$ cat config.mk
export PLATFORM = sky130hd
export DESIGN_NAME = event_capture_arb_flat
export DESIGN_NICKNAME = d
export VERILOG_FILES = /design/src/rtl/event_capture_arb_if.sv /design/src/rtl/event_capture_arb.sv /design/src/flat_wrapper.sv
export SDC_FILE = /design/constraint.sdc
export NUM_CORES = 1
export LEC_CHECK = 0
export CORE_ASPECT_RATIO = 1.4
export CORE_MARGIN = 5
export CORE_UTILIZATION = 51
export DETAILED_ROUTE_END_ITERATION = 16
export GPL_TIMING_DRIVEN = 1
export PLACE_DENSITY = 0.76
export SKIP_LAST_GASP = 1
export SYNTH_ARGS = -nofsm -noshare
export SYNTH_HDL_FRONTEND = slang
export SYNTH_SLANG_ARGS = --single-unit
$ cat constraint.sdc
create_clock -name clk -period 2.57 [get_ports clk]
set_input_delay 0.514 -clock clk [delete_from_list [all_inputs] [get_ports clk]]
set_output_delay 0.514 -clock clk [all_outputs]
set_load 0.01 [all_outputs]
$ cat src/rtl/event_capture_arb_if.sv
// Capture record port of event_capture_arb: one timestamped edge record
// per valid/ready handshake toward the readout logic.
interface event_capture_arb_if #(
  parameter int N_CH = 4,
  parameter int TS_W = 32
);
  localparam int CH_W = $clog2(N_CH);

  logic            cap_valid;
  logic            cap_ready;
  logic [CH_W-1:0] cap_ch;
  logic            cap_rise;
  logic [TS_W-1:0] cap_ts;

  // Producer side (the capture block)
  modport master (
    output cap_valid,
    output cap_ch,
    output cap_rise,
    output cap_ts,
    input  cap_ready
  );

  // Consumer side (register/readout logic)
  modport slave (
    input  cap_valid,
    input  cap_ch,
    input  cap_rise,
    input  cap_ts,
    output cap_ready
  );
endinterface

$ cat src/rtl/event_capture_arb.sv
// Event timestamp capture: per-channel synchronizer, polarity-selected
// edge detect, one pending slot per channel, and a round-robin drain
// through a registered valid/ready output.
module event_capture_arb #(
  parameter int N_CH        = 4,
  parameter int TS_W        = 32,
  parameter int SYNC_STAGES = 2
) (
  input  logic                clk,
  input  logic                resetn,
  input  logic [N_CH-1:0]     ev_in,
  input  logic [2*N_CH-1:0]   edge_sel,
  input  logic [TS_W-1:0]     time_in,
  event_capture_arb_if.master cap,
  output logic [N_CH-1:0]     ovf,
  input  logic [N_CH-1:0]     ovf_clr
);

  localparam int               CH_W     = $clog2(N_CH);
  localparam int               ARM_W    = $clog2(SYNC_STAGES + 2);
  localparam logic [ARM_W-1:0] ARM_DONE = ARM_W'(SYNC_STAGES + 1);
  localparam int unsigned      N_CH_U   = N_CH;

  typedef enum logic {
    IDLE = 1'b0,
    HOLD = 1'b1
  } state_t;

  // Synchronizer, delay flop and arm counter
  logic [N_CH-1:0]  sync_q [SYNC_STAGES];
  logic [N_CH-1:0]  dly_q;
  logic [ARM_W-1:0] arm_q, arm_d;
  logic             armed;
  logic [N_CH-1:0]  s_lvl, rise, fall, det;

  // Pending slots
  logic [N_CH-1:0]  pend_q, pend_d;
  logic [N_CH-1:0]  prise_q, prise_d;
  logic [TS_W-1:0]  pts_q [N_CH];
  logic [TS_W-1:0]  pts_d [N_CH];
  logic [N_CH-1:0]  ovf_q, ovf_d, ovf_set;

  // Arbiter
  logic [CH_W-1:0]  ptr_q, ptr_d;
  logic             grant_en, grant_vld;
  logic [CH_W-1:0]  grant_idx, cand;
  logic [N_CH-1:0]  grant_oh;

  // Output register
  state_t           state_q, state_d;
  logic [CH_W-1:0]  cap_ch_q, cap_ch_d;
  logic             cap_rise_q, cap_rise_d;
  logic [TS_W-1:0]  cap_ts_q, cap_ts_d;

  assign s_lvl = sync_q[SYNC_STAGES-1];
  assign rise  = s_lvl & ~dly_q;
  assign fall  = ~s_lvl & dly_q;
  assign armed = (arm_q == ARM_DONE);

  for (genvar k = 0; k < N_CH; k++) begin : g_det
    assign det[k] = armed & ((rise[k] & edge_sel[2*k]) | (fall[k] & edge_sel[2*k+1]));
  end

  // Synchronizer chain and delay flop keep loading while unarmed
  always_ff @(posedge clk or negedge resetn) begin
    if (!resetn) begin
      for (int unsigned i = 0; i < SYNC_STAGES; i++) sync_q[i] <= '0;
      dly_q <= '0;
    end else begin
      sync_q[0] <= ev_in;
      for (int unsigned i = 1; i < SYNC_STAGES; i++) sync_q[i] <= sync_q[i-1];
      dly_q <= s_lvl;
    end
  end

  // Arm counter saturates at SYNC_STAGES+1
  always_comb begin
    arm_d = armed ? arm_q : arm_q + ARM_W'(1);
  end

  // Round-robin search from the pointer; only when the output can take a record
  always_comb begin
    grant_en  = (state_q == IDLE) || cap.cap_ready;
    grant_vld = 1'b0;
    grant_idx = '0;
    cand      = '0;
    for (int unsigned i = 0; i < N_CH_U; i++) begin
      cand = CH_W'((32'(ptr_q) + i) % N_CH_U);
      if (grant_en && !grant_vld && pend_q[cand]) begin
        grant_vld = 1'b1;
        grant_idx = cand;
      end
    end
    grant_oh = grant_vld ? (N_CH'(1) << grant_idx) : '0;
  end

  // Slot update: a slot being granted this cycle may be refilled at once
  always_comb begin
    pend_d  = pend_q;
    prise_d = prise_q;
    pts_d   = pts_q;
    ovf_set = '0;
    for (int unsigned k = 0; k < N_CH_U; k++) begin
      if (det[k]) begin
        if (!pend_q[k] || grant_oh[k]) begin
          pend_d[k]  = 1'b1;
          prise_d[k] = rise[k];
          pts_d[k]   = time_in;
        end else begin
          ovf_set[k] = 1'b1;
        end
      end else if (grant_oh[k]) begin
        pend_d[k] = 1'b0;
      end
    end
    ovf_d = (ovf_q & ~ovf_clr) | ovf_set;
  end

  // Output FSM; grant_vld already implies the register may be (re)loaded
  always_comb begin
    state_d    = state_q;
    cap_ch_d   = cap_ch_q;
    cap_rise_d = cap_rise_q;
    cap_ts_d   = cap_ts_q;
    ptr_d      = ptr_q;
    case (state_q)
      IDLE:    if (grant_vld) state_d = HOLD;
      HOLD:    if (cap.cap_ready && !grant_vld) state_d = IDLE;
      default: state_d = IDLE;
    endcase
    if (grant_vld) begin
      cap_ch_d   = grant_idx;
      cap_rise_d = prise_q[grant_idx];
      cap_ts_d   = pts_q[grant_idx];
      ptr_d      = CH_W'((32'(grant_idx) + 1) % N_CH_U);
    end
  end

  // State registers for arm counter, slots, arbiter and output
  always_ff @(posedge clk or negedge resetn) begin
    if (!resetn) begin
      arm_q      <= '0;
      pend_q     <= '0;
      prise_q    <= '0;
      for (int unsigned k = 0; k < N_CH_U; k++) pts_q[k] <= '0;
      ovf_q      <= '0;
      ptr_q      <= '0;
      state_q    <= IDLE;
      cap_ch_q   <= '0;
      cap_rise_q <= 1'b0;
      cap_ts_q   <= '0;
    end else begin
      arm_q      <= arm_d;
      pend_q     <= pend_d;
      prise_q    <= prise_d;
      pts_q      <= pts_d;
      ovf_q      <= ovf_d;
      ptr_q      <= ptr_d;
      state_q    <= state_d;
      cap_ch_q   <= cap_ch_d;
      cap_rise_q <= cap_rise_d;
      cap_ts_q   <= cap_ts_d;
    end
  end

  assign cap.cap_valid = (state_q == HOLD);
  assign cap.cap_ch    = cap_ch_q;
  assign cap.cap_rise  = cap_rise_q;
  assign cap.cap_ts    = cap_ts_q;
  assign ovf           = ovf_q;

endmodule

$ cat src/flat_wrapper.sv
// flat-port wrapper written by rule: the top's interface ports become plain ports
module event_capture_arb_flat 
#(
  parameter int N_CH        = 4,
  parameter int TS_W        = 32,
  parameter int SYNC_STAGES = 2
)
  (clk, resetn, ev_in, edge_sel, time_in, ovf, ovf_clr, cap_cap_valid, cap_cap_ch, cap_cap_rise, cap_cap_ts, cap_cap_ready);
  event_capture_arb_if #(.N_CH(N_CH), .TS_W(TS_W)) cap_i ();
  input  logic clk;
  input  logic resetn;
  input  logic [N_CH-1:0] ev_in;
  input  logic [2*N_CH-1:0] edge_sel;
  input  logic [TS_W-1:0] time_in;
  output logic [N_CH-1:0] ovf;
  input  logic [N_CH-1:0] ovf_clr;
  output wire logic [$bits(cap_i.cap_valid)-1:0] cap_cap_valid;
  output wire logic [$bits(cap_i.cap_ch)-1:0] cap_cap_ch;
  output wire logic [$bits(cap_i.cap_rise)-1:0] cap_cap_rise;
  output wire logic [$bits(cap_i.cap_ts)-1:0] cap_cap_ts;
  input wire logic [$bits(cap_i.cap_ready)-1:0] cap_cap_ready;
  assign cap_cap_valid = cap_i.cap_valid;
  assign cap_cap_ch = cap_i.cap_ch;
  assign cap_cap_rise = cap_i.cap_rise;
  assign cap_cap_ts = cap_i.cap_ts;
  assign cap_i.cap_ready = cap_cap_ready;
  event_capture_arb #(.N_CH(N_CH), .TS_W(TS_W), .SYNC_STAGES(SYNC_STAGES)) u_core (.clk(clk), .resetn(resetn), .ev_in(ev_in), .edge_sel(edge_sel), .time_in(time_in), .cap(cap_i), .ovf(ovf), .ovf_clr(ovf_clr));
endmodule
# Yosys cells after proc, flatten, opt, wreduce, memory -nomap -nowiden
# Cells that the tools add are included.
# op_classes
bitwise_logic	25
muxes	45
addsub	5
n_eq_ne	5
magnitude_cmp	6
reduce_logical	33
shift	1
# ops
cell	count
$bmux 32 s2	1
$mux 32	2
$mux 1	31
$reduce_and 2->1	8
$lt 2x3->1 const B	5
$and 1x1->1	12
$and 4x4->4	3
$not 4->4	3
$bmux 1 s2	5
$logic_and 1x1->1	8
$logic_not 1->1	8
$mux 2	4
$ne 2x2->1 const B	4
$reduce_bool 2->1	4
$add 2x1->2 const B	3
$logic_or 1x1->1	5
$add 2x2->2 const B	2
$mux 4	1
$or 1x1->1	4
$or 4x4->4	1
$shl 1x2->4 const A	1
$ge 3x3->1 const B	1
$not 2->3	1
$eq 2x2->1 const B	1
other kinds (2)	2
# word_totals
out_inout_bits	40
input_bits	51
register_bits	192
elab_cells	142

# Logic depth before layout (Yosys ltp)
# logic_depth
word_depth	22
depth_mapped	10

# Worst setup path before layout
# OpenSTA, ideal clock, no wires.
# synth_path
path_type	register to register
start	register u_core.pend_q[2]
end	register u_core.pts_q[10] (netlist name)
arrival_ns	2.257
slack_ns	0.187
path_buffers	4
setup_ns	0.125
path_stages_with_launch	11
path_cell_list	dfrtp_1 buf_4 mux2i_2 o221ai_1 or2_1 buf_4 o31ai_2 nor2b_4 buf_6 buf_12 mux2_4
# synth_between
elab_chain_len	20
word_cells_on_any_way	30
classes_between	shift (1); mux (17); reduce/logical (12)
# synth_rtl
item	line_no	text
start: declaration	event_capture_arb.sv:37	logic [N_CH-1:0] pend_q, pend_d;
start signal: assignment	event_capture_arb.sv:154	pend_q <= pend_d;
$bmux 1 s2	event_capture_arb.sv:89	if (grant_en && !grant_vld && pend_q[cand]) begin
$mux 1 (implied by the code)	event_capture_arb.sv:89	
$logic_and 1x1->1	event_capture_arb.sv:89	
$mux 1	event_capture_arb.sv:89	
$logic_not 1->1	event_capture_arb.sv:89	
$logic_and 1x1->1 (2 in a row)	event_capture_arb.sv:89	
$mux 1	event_capture_arb.sv:89	
$logic_not 1->1	event_capture_arb.sv:89	
$logic_and 1x1->1 (2 in a row)	event_capture_arb.sv:89	
$mux 1	event_capture_arb.sv:89	
$logic_not 1->1	event_capture_arb.sv:89	
$logic_and 1x1->1 (2 in a row)	event_capture_arb.sv:89	
$mux 2	event_capture_arb.sv:89	
$shl 1x2->4	event_capture_arb.sv:94	grant_oh = grant_vld ? (N_CH'(1) << grant_idx) : '0;
$mux 4 (*)	event_capture_arb.sv:94	
$logic_or 1x1->1 (*)	event_capture_arb.sv:105	if (!pend_q[k] || grant_oh[k]) begin
$reduce_and 2->1 (no source line) (*)	n/a	
end signal: assignment	event_capture_arb.sv:156	pts_q <= pts_d;
end: declaration	event_capture_arb.sv:39	logic [TS_W-1:0] pts_q [N_CH];
# Mark *: on every way between the ends. The rest lies on a longest branch, timed or not. The select of a mux whose other input is x is not followed.
# A chain may end at the register's enable or synchronous reset.

# Final worst setup path
# layout_path
start	register u_core.ptr_q[1]
end	register u_core.pts_q[31] (netlist name)
# layout_between
elab_chain_len	20
word_cells_on_any_way	33
classes_between	add/sub (3); shift (1); mux (17); reduce/logical (12)
# layout_rtl
item	line_no	text
start: declaration	event_capture_arb.sv:44	logic [CH_W-1:0] ptr_q, ptr_d;
start signal: assignment	event_capture_arb.sv:158	ptr_q <= ptr_d;
$bmux 1 s2	event_capture_arb.sv:89	
$mux 1 (implied by the code)	event_capture_arb.sv:89	
$logic_and 1x1->1	event_capture_arb.sv:89	
$mux 1	event_capture_arb.sv:89	
$logic_not 1->1	event_capture_arb.sv:89	
$logic_and 1x1->1 (2 in a row)	event_capture_arb.sv:89	
$mux 1	event_capture_arb.sv:89	
$logic_not 1->1	event_capture_arb.sv:89	
$logic_and 1x1->1 (2 in a row)	event_capture_arb.sv:89	
$mux 1	event_capture_arb.sv:89	
$logic_not 1->1	event_capture_arb.sv:89	
$logic_and 1x1->1 (2 in a row)	event_capture_arb.sv:89	
$mux 2	event_capture_arb.sv:89	
$shl 1x2->4	event_capture_arb.sv:94	
$mux 4 (*)	event_capture_arb.sv:94	
$logic_or 1x1->1 (*)	event_capture_arb.sv:105	
$reduce_and 2->1 (no source line) (*)	n/a	
# Marks and branches as above.

==> summary.md <==
| Metric | Value |
|---|---|
| Worst setup SP type | flop |
| DR vias | 5224 |
| Largest net degree at the start of global routing | 80 |
| YS warnings | 0 |
| Final Hold Vio Count | 0 |
| # port buffers | 90 |
| # diodes | 0 |
| CTS root buf | clkbuf_16 |
| CP Max Fanout | 17 |
| GR peak layer | met2 |
| GRT met1 Usage | between 20% and 30% |
| Outcome | finished, final reports clean |
| CP endpoint kind | flop |
| Synth cell types | 53 |
| Global-route wire length before repair | between 30000 and 40000 um |
| Setup TNS | 0 ns |
| Static Leakage | 4.73 nW |
| Slew @ Worst Pin | 0.616 ns |
| Via/cell ratio | 5.69 |
| CP Class | flop to flop |
| Mapped Nets | 653 |
| RSZ-0062 raised after global routing | true |
| Wirelength per Cell | 20.3 um |
| Cts hold-fix bufs | 0 |
| Part of the power in registers | 40.2% |
| Sw frac | 32.2% |
| Die Wd | 119 um |
| Pwr/cell area | 1280 nW/um^2 |
| Initial antenna violation count | 0 |
| Fin crit share | 99.8% |
| Slew Limit Fails | 0 |
| Crit path DAT | 2.88 ns |
| Post-synthesis sequential area ratio | 56.7% |
| Fin worst setup slack | between 0.005 and 0.006 ns |
| R2R depth | 7 |
| Worst Skew | 0.0122 ns |
| Final Routed Wirelength | roughly 19000 um |
| H-tree level count | 4 |
| Psw | 4.30 mW |
| Hold_ws | 0.0332 ns |
| Die area | about 19000 um^2 |
| Post-synth EDFFs | 0 |
| Synthesized cell area | 8470 um^2 |
| IO Pins | 91 |
| Relative slew slack | 58.9% |
| Maxcap violations | 0 |
| Design Power | 13.4 mW |
| Die H | roughly 160 um |
| GR Util met2 | approximately 36% |
| CTS tree | yes |
| Tmin final | 2.56 ns |
| Hpwl dp | 12100 um |
| Post-route ant nets | 0 |
| Fraction of registers with async set/reset | between 90% and 100% |
| Crit Reg-Reg Startpoint | u_core.ptr_q[1] |
| TritonCTS Buffers | 17 |
| Clock Latency Late Sink | 0.44 ns |
| DRT Pass-1 Iters | 4 |
| Combinational Power Share | approximately two fifths |
| Required time of the critical path | 2.89 ns |
| Core box area | about 16000 um^2 |
| Total GRT Usage | 20.4% |
| Ys flop type | dfrtp_1 |
| Fmax | 390 MHz |
| Rows | 55 |
| Clock Sinks | 192 |
| #FFs+latches synth | 192 |
| Layout cell share with drive strength beyond 1 | 26.0% |
| # nets final | between 700 and 800 |
| Drt first-iter violations | 383 |
| Peak supply drop | 0.000601 V |
| Global Route met3 Usage | roughly 4.2% |
| Pint | slightly above 9 mW |
| Clock transition at the registers of the reported paths | 0.07 ns |
| Hold crit path type | input pin to asynchronous set/reset pin |
| Worst R2R Setup Slack | 0.005 ns |
| Post-Route Utilization | 64.2% |
| Placer Congestion | 0.796 |
| Area grow syn2layout | 23.2% |
| Syn Inst Count | 601 |
| Syn Area/Cell | 14.1 um^2 |
| Clock buffer depth | 2 |
| Vias in the first global route | slightly below 6000 |
| Initial Util | 52.2% |
| Setup WS pre-CTS | -0.234 ns |
| Number of remaining DRC errors | 0 |
| FF-to-FF End | u_core.pts_q[31] |
| Total gr overflow | 0 |
| Clk pwr share | 20.1% |
| Final setup vio count | 0 |
-- cell type report --
type | count | area (um^2)
clock buffers | 19 | 443
clock inverters | 13 | 163
fillers | 1249 | 5810
inverters | 5 | 18.8
multi-input cells | 367 | 3440
flip-flops and latches | 192 | 4810
well taps | 199 | 249
repair buffers | 123 | 1310
-- power groups by stage --
stage               registers, mW  logic [mW]  clock network, mW
floorplan                    5.15        3.51                  0
global placement             5.25        5.03                  0
finish                       5.37        5.30               2.69
global route                 5.54        5.74               2.87
CTS                          5.34        5.29               2.74
detailed placement           5.36        5.25                  0
-- cell families after synthesis --
kind of cell / synth area share [%]
AOI/OAI and AO/OA: 5.42
xor gates and xnor gates: 0.103
adders and majority gates: 0.148
buffers and inverters: 3.38
DFF: 56.7
muxes: 29.6
and+or+nand+nor: 4.64
-- per-stage QoR --
| step | area (um^2) | cells |
|---|---|---|
| 2_1_floorplan | 8470 | 601 |
| 3_3_place_gp | 9750 | 883 |
| 3_5_place_dp | 9750 | 883 |
| 4_1_cts | 10400 | 915 |
| 5_1_grt | 10400 | 918 |
| 6_report | 10400 | 918 |
-- flip-flops by register name (all words and copies together), names as in the netlist, 4 cells and up --
register,flops
u_core.pts_q,128
u_core.pend_q,4
u_core.s_lvl,4
u_core.dly_q,4
u_core.cap.cap_ts,32
u_core.ovf,4
u_core.sync_q,4
u_core.prise_q,4
-- metal layers --
layer  up-vias  wire [um]
met2       108      10100
met1      2723       7410
li1       2366          -
met5         -          0
met3        27        746
met4         0        357
-- timing repair --
item	CTS	global route
pin swaps	0	1
hold endpoints to repair	0	0
setup buffers	0	3
endpoints found under the setup margin	12	150
resized for setup	1	9
-- cell usage in the layout (no fill, tap or decap), types with 3 or more instances in the layout --
master	count
dfrtp_1	188
inv_1	5
mux2_4	30
clkinvlp_4	3
nand2b_1	3
clkdlybuf4s50_1	89
o21ai_0	8
buf_4	20
clkbuf_16	17
buf_12	12
nor2b_1	6
o21ai_1	16
clkinv_2	3
clkinv_4	3
o22ai_1	3
mux2i_1	69
o221ai_1	17
bufinv_16	3
dfrtp_2	4
mux2_1	47
mux2_2	73
nand2_1	55
-- cell usage after synthesis (3+ instances only) --
cell type    n  share of area (%)
nor2b_1      6               0.44
o221ai_1    17                1.8
o21ai_1     16               0.95
mux2i_1     69                8.2
buf_12       3               0.71
mux2_4      30                5.3
o21ai_0      8               0.47
buf_4        5               0.44
dfrtp_1    192                 57
buf_6        5               0.66
o22ai_1      3               0.22
buf_2       16               0.95
inv_1        5               0.22
mux2_2      73                9.7
clkbuf_1     6               0.27
nand2_1     55                2.4
mux2_1      47                6.2
nand2b_1     3               0.22
-- worst max-delay path, stage by stage (launching register included) --
cell      delay, ns
dfrtp_2        0.50
mux2i_2        0.32
o221ai_1       0.22
or2_4          0.30
o31ai_2        0.28
nor2b_4        0.26
buf_12         0.21
mux2_2         0.36
-- how the worst max path moves through the flow --
| stage | from | endpoint | slack, ns | cells past startpoint |
|---|---|---|---|---|
| finish | u_core.ptr_q[1] | u_core.pts_q[31] | 0.005 | 7 |
| global route | u_core.ptr_q[1] | u_core.prise_q[3] | -0.08 | 7 |
| CTS | u_core.ptr_q[0] | u_core.prise_q[3] | 0.02 | 7 |
| detailed placement | cap_cap_ready | u_core.prise_q[3] | -0.23 | 8 |
| global placement | cap_cap_ready | u_core.pts_q[31] | -0.21 | 8 |
| floorplan | u_core.pend_q[2] | u_core.pts_q[10] | 0.19 | 10 |
(Power assumes the default switching activity.)
